File: src/rtl/add_pkg.sv
// add_pkg: shared definitions for the pipelined adder/subtractor.
//   chunk_width()      - bits per carry-chain chunk, ceil(WIDTH/STAGES)
//   chunk_bits()       - actual width of chunk k (0 for chunks wholly beyond WIDTH)
//   last_chunk_width() - width of the final chunk (may be 0)
//   stage_ctl_t        - per-stage token control: valid flag and registered carry.
//                        The token's WIDTH-bit partial result and remaining a/b
//                        operands travel alongside it as plain vectors, because
//                        their width is a module parameter.
package add_pkg;

  typedef struct packed {
    logic valid;
    logic carry;
  } stage_ctl_t;

  function automatic int chunk_width(input int width, input int stages);
    return (width + stages - 1) / stages;
  endfunction

  function automatic int chunk_bits(input int width, input int stages, input int idx);
    int cw;
    int lo;
    cw = chunk_width(width, stages);
    lo = idx * cw;
    if (lo >= width) return 0;
    if (width - lo < cw) return width - lo;
    return cw;
  endfunction

  function automatic int last_chunk_width(input int width, input int stages);
    return chunk_bits(width, stages, stages - 1);
  endfunction

endpackage

File: src/rtl/add_pipe_stage.sv
// add_pipe_stage: one carry-chain chunk plus its pipeline register.
// Adds bits [LO +: CW] of a_i/b_i with the incoming carry and writes the sum
// into the matching slice of the partial result. CW = 0 makes the stage an
// empty pass-through. KEEP_CARRY = 0 drops the carry register (used where the
// carry would only be the discarded MSB carry).
// Ports:
//   clock, reset      - clock, synchronous active-high reset
//   en_i              - global advance; 0 holds every register
//   ctl_i / ctl_o     - token valid and carry in / out
//   res_i / res_o     - partial result in / out
//   a_i, b_i / a_o, b_o - operands in / out (b already inverted for subtract)
module add_pipe_stage
  import add_pkg::*;
#(
  parameter int WIDTH      = 8,
  parameter int LO         = 0,
  parameter int CW         = 8,
  parameter int KEEP_CARRY = 1
) (
  input  logic             clock,
  input  logic             reset,
  input  logic             en_i,
  input  stage_ctl_t       ctl_i,
  input  logic [WIDTH-1:0] res_i,
  input  logic [WIDTH-1:0] a_i,
  input  logic [WIDTH-1:0] b_i,
  output stage_ctl_t       ctl_o,
  output logic [WIDTH-1:0] res_o,
  output logic [WIDTH-1:0] a_o,
  output logic [WIDTH-1:0] b_o
);

  logic             valid_q;
  logic [WIDTH-1:0] res_q;
  logic [WIDTH-1:0] res_d;
  logic [WIDTH-1:0] a_q;
  logic [WIDTH-1:0] b_q;
  logic             carry_d;
  logic             carry_out;

  generate
    if (CW > 0) begin : g_add
      logic [CW:0] sum;
      always_comb begin
        sum = {1'b0, a_i[LO +: CW]} + {1'b0, b_i[LO +: CW]} + {{CW{1'b0}}, ctl_i.carry};
        res_d = res_i;
        res_d[LO +: CW] = sum[CW-1:0];
        carry_d = sum[CW];
      end
    end else begin : g_pass
      always_comb begin
        res_d   = res_i;
        carry_d = ctl_i.carry;
      end
    end
  endgenerate

  // Operands move whole; bits already consumed are never read by later stages.
  always_ff @(posedge clock) begin
    if (reset) begin
      valid_q <= 1'b0;
      res_q   <= '0;
      a_q     <= '0;
      b_q     <= '0;
    end else if (en_i) begin
      valid_q <= ctl_i.valid;
      res_q   <= res_d;
      a_q     <= a_i;
      b_q     <= b_i;
    end
  end

  generate
    if (KEEP_CARRY != 0) begin : g_carry
      logic carry_q;
      always_ff @(posedge clock) begin
        if (reset) begin
          carry_q <= 1'b0;
        end else if (en_i) begin
          carry_q <= carry_d;
        end
      end
      assign carry_out = carry_q;
    end else begin : g_no_carry
      logic unused_carry;
      assign unused_carry = carry_d;
      assign carry_out    = 1'b0;
    end
  endgenerate

  always_comb begin
    ctl_o.valid = valid_q;
    ctl_o.carry = carry_out;
  end

  assign res_o = res_q;
  assign a_o   = a_q;
  assign b_o   = b_q;

endmodule

File: src/rtl/add_pipe.sv
// add_pipe: pipelined WIDTH-bit adder/subtractor, carry chain split into
// STAGES chunks, one chunk per pipeline stage. Result wraps modulo 2^WIDTH.
// Optional build macro: ADD_PIPE_CARRY_OUT_EN adds out_carry (carry out of the
// MSB for add, "no borrow" / a >= b for subtract).
// Ports:
//   clock, reset         - clock, synchronous active-high reset
//   in_valid / in_ready  - operand handshake
//   in_a, in_b, in_sub   - operands; in_sub=1 computes a-b
//   out_valid / out_ready - result handshake
//   out                  - result
//   out_carry            - (macro only) MSB carry / no-borrow flag
module add_pipe
  import add_pkg::*;
#(
  parameter int WIDTH  = 8,
  parameter int STAGES = 2
) (
  input  logic             clock,
  input  logic             reset,
  input  logic             in_valid,
  output logic             in_ready,
  input  logic [WIDTH-1:0] in_a,
  input  logic [WIDTH-1:0] in_b,
  input  logic             in_sub,
  output logic             out_valid,
  input  logic             out_ready,
  output logic [WIDTH-1:0] out
`ifdef ADD_PIPE_CARRY_OUT_EN
  ,
  output logic             out_carry
`endif
);

  localparam int CHUNK = chunk_width(WIDTH, STAGES);
`ifdef ADD_PIPE_CARRY_OUT_EN
  localparam int CARRY_EN = 1;
`else
  localparam int CARRY_EN = 0;
`endif

  // Index k is the input of stage k; index STAGES is the last stage's register.
  stage_ctl_t       ctl_c [0:STAGES];
  logic [WIDTH-1:0] res_c [0:STAGES];
  logic [WIDTH-1:0] a_c   [0:STAGES];
  logic [WIDTH-1:0] b_c   [0:STAGES];
  logic             advance;

  // Handshake: a transfer happens on a rising edge where valid && ready.
  // The pipe stalls as a whole: it advances whenever the output slot is empty
  // or being taken, so a new operand and a finished result may move in the
  // same cycle. in_ready does not depend on in_valid.
  assign advance  = out_ready || !out_valid;
  assign in_ready = advance && !reset;

  // Subtract is a + ~b + 1: invert b here and inject the +1 as stage-0 carry.
  assign ctl_c[0] = '{valid: in_valid, carry: in_sub};
  assign res_c[0] = '0;
  assign a_c[0]   = in_a;
  assign b_c[0]   = in_sub ? ~in_b : in_b;

  generate
    for (genvar k = 0; k < STAGES; k++) begin : g_stage
      localparam int LO = k * CHUNK;
      localparam int CW = chunk_bits(WIDTH, STAGES, k);
      // Carry out of a stage that ends at or beyond the MSB is the MSB carry,
      // needed only when it is exported.
      localparam int KEEP = (LO + CW < WIDTH) ? 1 : CARRY_EN;

      add_pipe_stage #(
        .WIDTH      (WIDTH),
        .LO         (LO),
        .CW         (CW),
        .KEEP_CARRY (KEEP)
      ) u_stage (
        .clock (clock),
        .reset (reset),
        .en_i  (advance),
        .ctl_i (ctl_c[k]),
        .res_i (res_c[k]),
        .a_i   (a_c[k]),
        .b_i   (b_c[k]),
        .ctl_o (ctl_c[k+1]),
        .res_o (res_c[k+1]),
        .a_o   (a_c[k+1]),
        .b_o   (b_c[k+1])
      );
    end
  endgenerate

  assign out_valid = ctl_c[STAGES].valid;
  assign out       = res_c[STAGES];

`ifdef ADD_PIPE_CARRY_OUT_EN
  assign out_carry = ctl_c[STAGES].carry;
`else
  logic unused_tail_carry;
  assign unused_tail_carry = ctl_c[STAGES].carry;
`endif

  // Operands leaving the last stage are fully consumed.
  logic unused_tail_ops;
  assign unused_tail_ops = ^{a_c[STAGES], b_c[STAGES]};

endmodule

File: config.mk
export PLATFORM = sky130hd
export DESIGN_NAME = add_pipe
export DESIGN_NICKNAME = d
export VERILOG_FILES = /design/src/rtl/add_pkg.sv /design/src/rtl/add_pipe_stage.sv /design/src/rtl/add_pipe.sv
export SDC_FILE = /design/constraint.sdc
export NUM_CORES = 1
export LEC_CHECK = 0
export CELL_PAD_IN_SITES_DETAIL_PLACEMENT = 0
export CELL_PAD_IN_SITES_GLOBAL_PLACEMENT = 1
export CORE_AREA = 2 2 69 78
export CTS_BUF_LIST = sky130_fd_sc_hd__clkbuf_16
export DETAILED_ROUTE_END_ITERATION = 6
export DIE_AREA = 0 0 71 80
export GPL_TIMING_DRIVEN = 0
export HOLD_SLACK_MARGIN = 0.08
export PLACE_DENSITY = 0.86
export SLEW_MARGIN = 20
export SYNTH_ARGS = -nofsm -noshare
export SYNTH_HDL_FRONTEND = slang
export SYNTH_HIERARCHICAL = 1
export SYNTH_SLANG_ARGS = --single-unit
File: constraint.sdc
create_clock -name clock -period 3.85 [get_ports clock]
set_input_delay 1.155 -clock clock [delete_from_list [all_inputs] [get_ports clock]]
set_output_delay 1.155 -clock clock [all_outputs]
set_load 0.01 [all_outputs]
# Word level (Yosys, flattened, before mapping)

Index checks and enable logic that the tools add are counted.

Input port bits: 21
Output and inout bits: 10
Register bits after elaboration: 31
Logic and storage cells: 17

Reductions and logical operators: 4
Bitwise gates (word level): 1
Add/subtract/negate cells: 4
Multiplexer cells: 1

Operators with widths:

| cell                 | count |
|---|---|
| two-way mux 8 bit    | 1 |
| NOT 8 bit            | 1 |
| adder 4 x 4 -> 5 bit | 1 |
| adder 5 x 1 -> 5 bit | 1 |
| adder 4 x 1 -> 4 bit | 1 |
| adder 4 bit          | 1 |
| zero test 1 bit      | 2 |
| logical AND 1 bit    | 1 |
| logical OR 1 bit     | 1 |

# Depth between registers and ports, before layout

Gate-level depths: netlist of the first run.

Depth after elaboration: 4
Depth in mapped cells: 8
Gate-level depth less buffers: 7

# By module

The synthesis of the first run kept the hierarchy.

Modules (own cells, without submodules):

| module                               | instances | cells each | seq. area each (um2) | area each (um2) |
|---|---|---|---|---|
| add_pipe_stage at g_stage[0].u_stage | 1         | 103        | 520.5                | 1092.3 |
| add_pipe_stage at g_stage[1].u_stage | 1         | 99         | 500.5                | 1034.7 |
| add_pipe                             | 1         | 12         | 0.0                  | 97.6 |

# Worst setup path after synthesis of the first run

OpenSTA, ideal clock, no wires.

Path kind: input to output
Start point: in out_ready
End point: out in_ready
Path buffers: 0
Stages: 2
Slack: 1.154 ns
Arrival time: 1.541 ns
Cell sequence: nand2b_1 > nor2b_1

Longest elaborated chain between the ends: 2

RTL lines:

| what              | line           | RTL |
|---|---|---|
| from (decl)       | add_pipe.sv:26 | `input logic out_ready,` |
| logical OR 1 bit  | add_pipe.sv:52 | `assign advance = out_ready \|\| !out_valid;` |
| logical AND 1 bit | add_pipe.sv:53 | `assign in_ready = advance && !reset;` |
| to (decl)         | add_pipe.sv:21 | `output logic in_ready,` |

Every way passes these cells.

# Worst setup path after layout of the first run

Start point: in out_ready
End point: out in_ready

Longest elaborated chain between the ends: 2

RTL lines:

| what              | line           | RTL |
|---|---|---|
| logical OR 1 bit  | add_pipe.sv:52 |  |
| net advance       | add_pipe.sv:46 | `logic advance;` |
| logical AND 1 bit | add_pipe.sv:53 |  |

The timed path passes the listed nets, and every way through them passes these cells.

==> run_results.csv, run 1 <==
group,metric,value,unit
cts,cts_root_buf,"clkbuf_16",
floorplan,die_w,71,um
pwr,powerDensity,373,nW/um^2
placement,place_hpwl,1840,um
worst_setup_path,r2r_start,"g_stage[0].u_stage/carry_out",
cts,clk_transition_reported_paths,0.06,ns
final_layout,nets,191,
worst_setup_path,r2r_end,"g_stage[1].u_stage/res_o[6]",
sta,slew-limit-headroom,83.7,%
global_routing,antenna_found_initial,0,
floorplan,fp.dieH,80,um
worst_setup_path,r2r_cells,7,
floorplan,core_area,4900,sq um
min_path,hp-class,"register to register",
cts,clock-sinks,23,
routing,vias_per_cell,4.17,
routing,drcViolationCount,0,
cts,cts_setup_buffers,0,
sta,hold_slack,0.479,ns
global_routing,grt_pass1_vias,934,
final_layout,final_common_cell,"clkdlybuf4s50_1",
cts,cts_tree,"done",
run_status,status,"finished clean",
cts,insertion_delay,0.25,ns
worst_setup_path,slowest_delay,0.53,ns
worst_setup_path,rrSetupSlack,2.14,ns
global_routing,grt_usage,8.42,%
floorplan,dieArea,5680,sq um
routing,dr.pass1.iters,2,
worst_setup_path,critPathArrivalTime,2.49,ns
global_routing,gr-total-overflow,0,
worst_setup_path,critPathMaxFanout,5,
sta,period_needed,3.65,ns
placement,io_buffers,30,
floorplan,std_cell_rows,27,
routing,wirelength,2180,um
worst_setup_path,worstSetupStartpointType,"primary input",
routing,vias,910,
worst_setup_path,path_cells,"clkdlybuf4s50_1 > nand2b_1 > nor2b_1 > clkdlybuf4s50_1",
sta,setup_tns,0,ns
yosys,syn_inst,126,
final_layout,mostFrequentLayoutCells,"clkdlybuf4s50_1, dfxtp_1, nor2_1",
run,max_cap_violations,0,
sta,finClkSkew,0.00224,ns
final_layout,syn_to_final_growth,35.9,%
min_path,worstHoldStart,"g_stage[1].u_stage/res_o[5]",
sta,fin_crit_sh,94.8,%
worst_setup_path,critPathCaptureType,"output pin",
yosys,synth_nets,156,
cts,cts_resized,0,
worst_setup_path,path_buf_inv,2,
global_routing,grt_start_max_net_pins,13,
cts,numCtsBuffers,3,
yosys,netlist_area,1260,sq um
placement,place_area,1630,sq um
sta,rsz0062_at_grt,"false",
routing,ant_nets,0,
worst_setup_path,critical-path-top-delay-family,"buffers and inverters",
worst_setup_path,cpMostUsedCell,"clkdlybuf4s50_1",
final_layout,drive_above_1_share,10.6,%
pwr,ir_worst_vdd,0.161,mV
cts,cts_htree_levels,1,
cts,hold_buffers,0,
routing,drtIter0Drc,16,
sta,final-max-slew-violation-count,0,
routing,wl_per_cell,10.0,um
worst_setup_path,critPathSlowestCell,"clkdlybuf4s50_1",
yosys,postSynthAreaPerCell,9.99,sq um
cts,cts_buffer_depth,2,
min_path,min_to,"g_stage[1].u_stage/res_o[5]",
floorplan,ios,31,
sta,hold_violations,0,
sta,max_freq,274,MHz
yosys,synth_warnings,6,
final_layout,fill_cells,515,
pwr,p_total,0.637,mW
min_path,hold_path_depth,2,
final_layout,final_area,1710,sq um
sta,tightest_slew,0.245,ns
global_routing,grt_pass1_wl,3860,um
final_layout,antenna_cells,0,
floorplan,start_util,25.7,%
placement,place_congestion,0.708,
worst_setup_path,critPathKind,"primary input to output pin",
sta,timing.final.setup_violations,0,
worst_setup_path,worst_ep_required_time,2.69,ns
pwr,leakage,0.813,nW
==> metal layers <==
layer  track usage (%)  share of wire, %  up-vias
met5                 0                 0        -
met4              3.96               1.5        0
met3              1.52               5.7        2
met2              15.4                49       19
met1              9.32                44      411
li1                  -                 -      478
==> worst max path at each step <==
stage | start | endpoint | slack (ns) | cells past startpoint
2_1_floorplan | out_ready | in_ready | 1.15 | 2
3_3_place_gp | out_ready | in_ready | 0.19 | 4
3_5_place_dp | out_ready | in_ready | 0.19 | 4
4_1_cts | out_ready | in_ready | 0.18 | 4
5_1_grt | out_ready | in_ready | 0.11 | 4
6_report | out_ready | in_ready | 0.20 | 4
==> where the power goes <==
part | switching [mW] | internal (mW)
sequential | 0.0134 | 0.264
combinational | 0.0607 | 0.0867
clock | 0.0750 | 0.138
total | 0.149 | 0.488
==> worst min-delay path, stage by stage, from the launching register on <==
cell and delay (ns):
dfxtp_1 0.31, nor2_1 0.08, a211oi_1 0.04
==> through the flow <==
step                      utilization (%)  setup WS, ns  instances
after detailed placement             33.3         0.188        214
after CTS                            34.9         0.183        218
after global routing                 34.9         0.106        218
final                                34.9         0.202        218
after floorplan                         -          1.15        126
after global placement               33.3         0.192        214
==> sequential cells by signal, indices dropped and copies added (netlist names) <==
| register | flops |
|---|---|
| g_stage.u_stage/carry_out | 1 |
| g_stage.u_stage/valid_q | 2 |
| g_stage.u_stage/res_o | 12 |
| g_stage.u_stage/b_o | 4 |
| g_stage.u_stage/a_o | 4 |
==> area by class of cell <==
| cell class | instances | area, sq um | share of cell area (%) |
|---|---|---|---|
| buffer | 15 | 125 | 7.32 |
| clock buffer | 3 | 75.1 | 4.39 |
| clock inverter | 1 | 3.75 | 0.219 |
| inverter | 9 | 33.8 | 1.98 |
| multi-input combinational | 79 | 639 | 37.4 |
| sequential | 23 | 460 | 26.9 |
| tap | 58 | 72.6 | 4.24 |
| timing repair buffer | 30 | 300 | 17.6 |
Note: power is estimated with default switching activity, not from simulation.
==> run 2, diff against run 1 <==
--- a/config.mk
+++ b/config.mk
@@ -7,13 +7,12 @@
 export LEC_CHECK = 0
 export CELL_PAD_IN_SITES_DETAIL_PLACEMENT = 0
 export CELL_PAD_IN_SITES_GLOBAL_PLACEMENT = 1
-export CORE_AREA = 2 2 69 78
+export CORE_AREA = 2 2 80 89
 export CTS_BUF_LIST = sky130_fd_sc_hd__clkbuf_16
 export DETAILED_ROUTE_END_ITERATION = 6
-export DIE_AREA = 0 0 71 80
-export GPL_TIMING_DRIVEN = 0
+export DIE_AREA = 0 0 82 91
 export HOLD_SLACK_MARGIN = 0.08
-export PLACE_DENSITY = 0.86
+export PLACE_DENSITY = 0.68
 export SLEW_MARGIN = 20
 export SYNTH_ARGS = -nofsm -noshare
 export SYNTH_HDL_FRONTEND = slang
==> run_results.csv, run 2 (synthesized netlist as in run 1, its figures left out) <==
group,metric,value,unit
sta,hold_violations,0,
cts,cts_buffer_depth,2,
global_routing,grt_pass1_wl,3950,um
cts,clock-sinks,23,
cts,clk_transition_reported_paths,0.06,ns
sta,finClkSkew,0.00317,ns
routing,ant_nets,0,
cts,cts_setup_buffers,0,
run,max_cap_violations,0,
cts,cts_tree,"done",
worst_setup_path,critPathKind,"primary input to output pin",
global_routing,antenna_found_initial,0,
pwr,ir_worst_vdd,0.144,mV
cts,cts_htree_levels,1,
cts,numCtsBuffers,3,
worst_setup_path,r2r_cells,6,
cts,cts_resized,0,
floorplan,fp.dieH,91,um
pwr,leakage,0.756,nW
routing,drtIter0Drc,47,
sta,period_needed,3.53,ns
cts,cts_root_buf,"clkbuf_16",
min_path,min_to,"g_stage[1].u_stage/res_o[4]",
sta,slew-limit-headroom,72.6,%
worst_setup_path,worstSetupStartpointType,"primary input",
global_routing,grt_start_max_net_pins,31,
min_path,worstHoldStart,"g_stage[1].u_stage/res_o[4]",
min_path,hp-class,"register to register",
routing,wirelength,2330,um
final_layout,final_area,1640,sq um
floorplan,std_cell_rows,31,
final_layout,syn_to_final_growth,30.2,%
worst_setup_path,worst_ep_required_time,2.69,ns
sta,final-max-slew-violation-count,0,
global_routing,gr-total-overflow,0,
floorplan,die_w,82,um
final_layout,mostFrequentLayoutCells,"clkdlybuf4s50_1, dfxtp_1, nor2_1",
worst_setup_path,rrSetupSlack,2.18,ns
sta,rsz0062_at_grt,"false",
global_routing,grt_usage,6.81,%
routing,vias_per_cell,3.75,
final_layout,final_common_cell,"clkdlybuf4s50_1",
floorplan,dieArea,7460,sq um
sta,tightest_slew,0.411,ns
global_routing,grt_pass1_vias,845,
routing,drcViolationCount,0,
final_layout,fill_cells,734,
floorplan,core_area,6520,sq um
min_path,hold_path_depth,2,
run_status,status,"finished clean",
sta,setup_tns,0,ns
final_layout,drive_above_1_share,6.08,%
cts,insertion_delay,0.25,ns
routing,dr.pass1.iters,4,
worst_setup_path,r2r_start,"g_stage[0].u_stage/a_o[4]",
final_layout,antenna_cells,0,
routing,wl_per_cell,10.1,um
pwr,powerDensity,389,nW/um^2
worst_setup_path,critPathCaptureType,"output pin",
placement,place_area,1560,sq um
placement,place_congestion,0.650,
placement,io_buffers,30,
sta,max_freq,283,MHz
sta,fin_crit_sh,91.8,%
cts,hold_buffers,0,
placement,place_hpwl,1800,um
worst_setup_path,critPathMaxFanout,2,
sta,timing.final.setup_violations,0,
floorplan,start_util,19.3,%
worst_setup_path,critPathArrivalTime,2.38,ns
final_layout,nets,179,
floorplan,ios,31,
worst_setup_path,r2r_end,"g_stage[1].u_stage/res_o[6]",
final_layout,largest_reg_flops,12,
routing,vias,863,
run 2: cell count changes in the layout (fill, tap and decap cells not counted), sizes merged:
cell,delta
clkinv,+1
inv,-1
buf,-9
clkbuf,-3
run 2: stage by stage:
| stage | setup WS, ns | util [%] | instances | hold slack, ns | power, mW |
|---|---|---|---|---|---|
| finish | 0.317 | 25.2 | 230 | 0.478 | 0.637 |
| floorplan | 1.15 | - | 126 | 0.455 | 0.370 |
| detailed placement | 0.317 | 23.9 | 226 | 0.474 | 0.425 |
| global route | 0.254 | 25.2 | 230 | 0.511 | 0.680 |
| global placement | 0.315 | 23.9 | 226 | 0.470 | 0.421 |
| CTS | 0.305 | 25.2 | 230 | 0.483 | 0.650 |
run 2: per-layer routing:
layer	share of wire (%)	vias to the layer above	track usage, %
met3	6.5	2	1.69
met2	44	25	10.1
met5	0	-	0
li1	-	449	-
met1	48	387	9.07
met4	1.7	0	3.33
run 2: worst max-delay path by stage:
stage,start,to,slack (ns)
after floorplan,out_ready,in_ready,1.15
after global placement,out_ready,in_ready,0.32
after detailed placement,out_ready,in_ready,0.32
after CTS,out_ready,in_ready,0.31
after global routing,out_ready,in_ready,0.25
final,out_ready,in_ready,0.32
run 2: power breakdown:
part | switching [mW] | internal, mW
logic | 0.0593 | 0.0800
registers | 0.0132 | 0.263
clock network | 0.0818 | 0.139
run 2: critical path: stages:
cell and delay, ns:
clkdlybuf4s50_1 0.45, nand2b_1 0.11, nor2b_1 0.13, clkdlybuf4s50_1 0.53
run 2: final cells by class:
class	count	area (sq um)	share of cell area [%]
inverter	9	33.8	2.06
tap	82	103	6.26
clock buffer	3	75.1	4.58
multi-input combinational	79	639	39.0
timing repair buffer	33	323	19.7
clock inverter	1	5.00	0.305
sequential	23	460	28.1
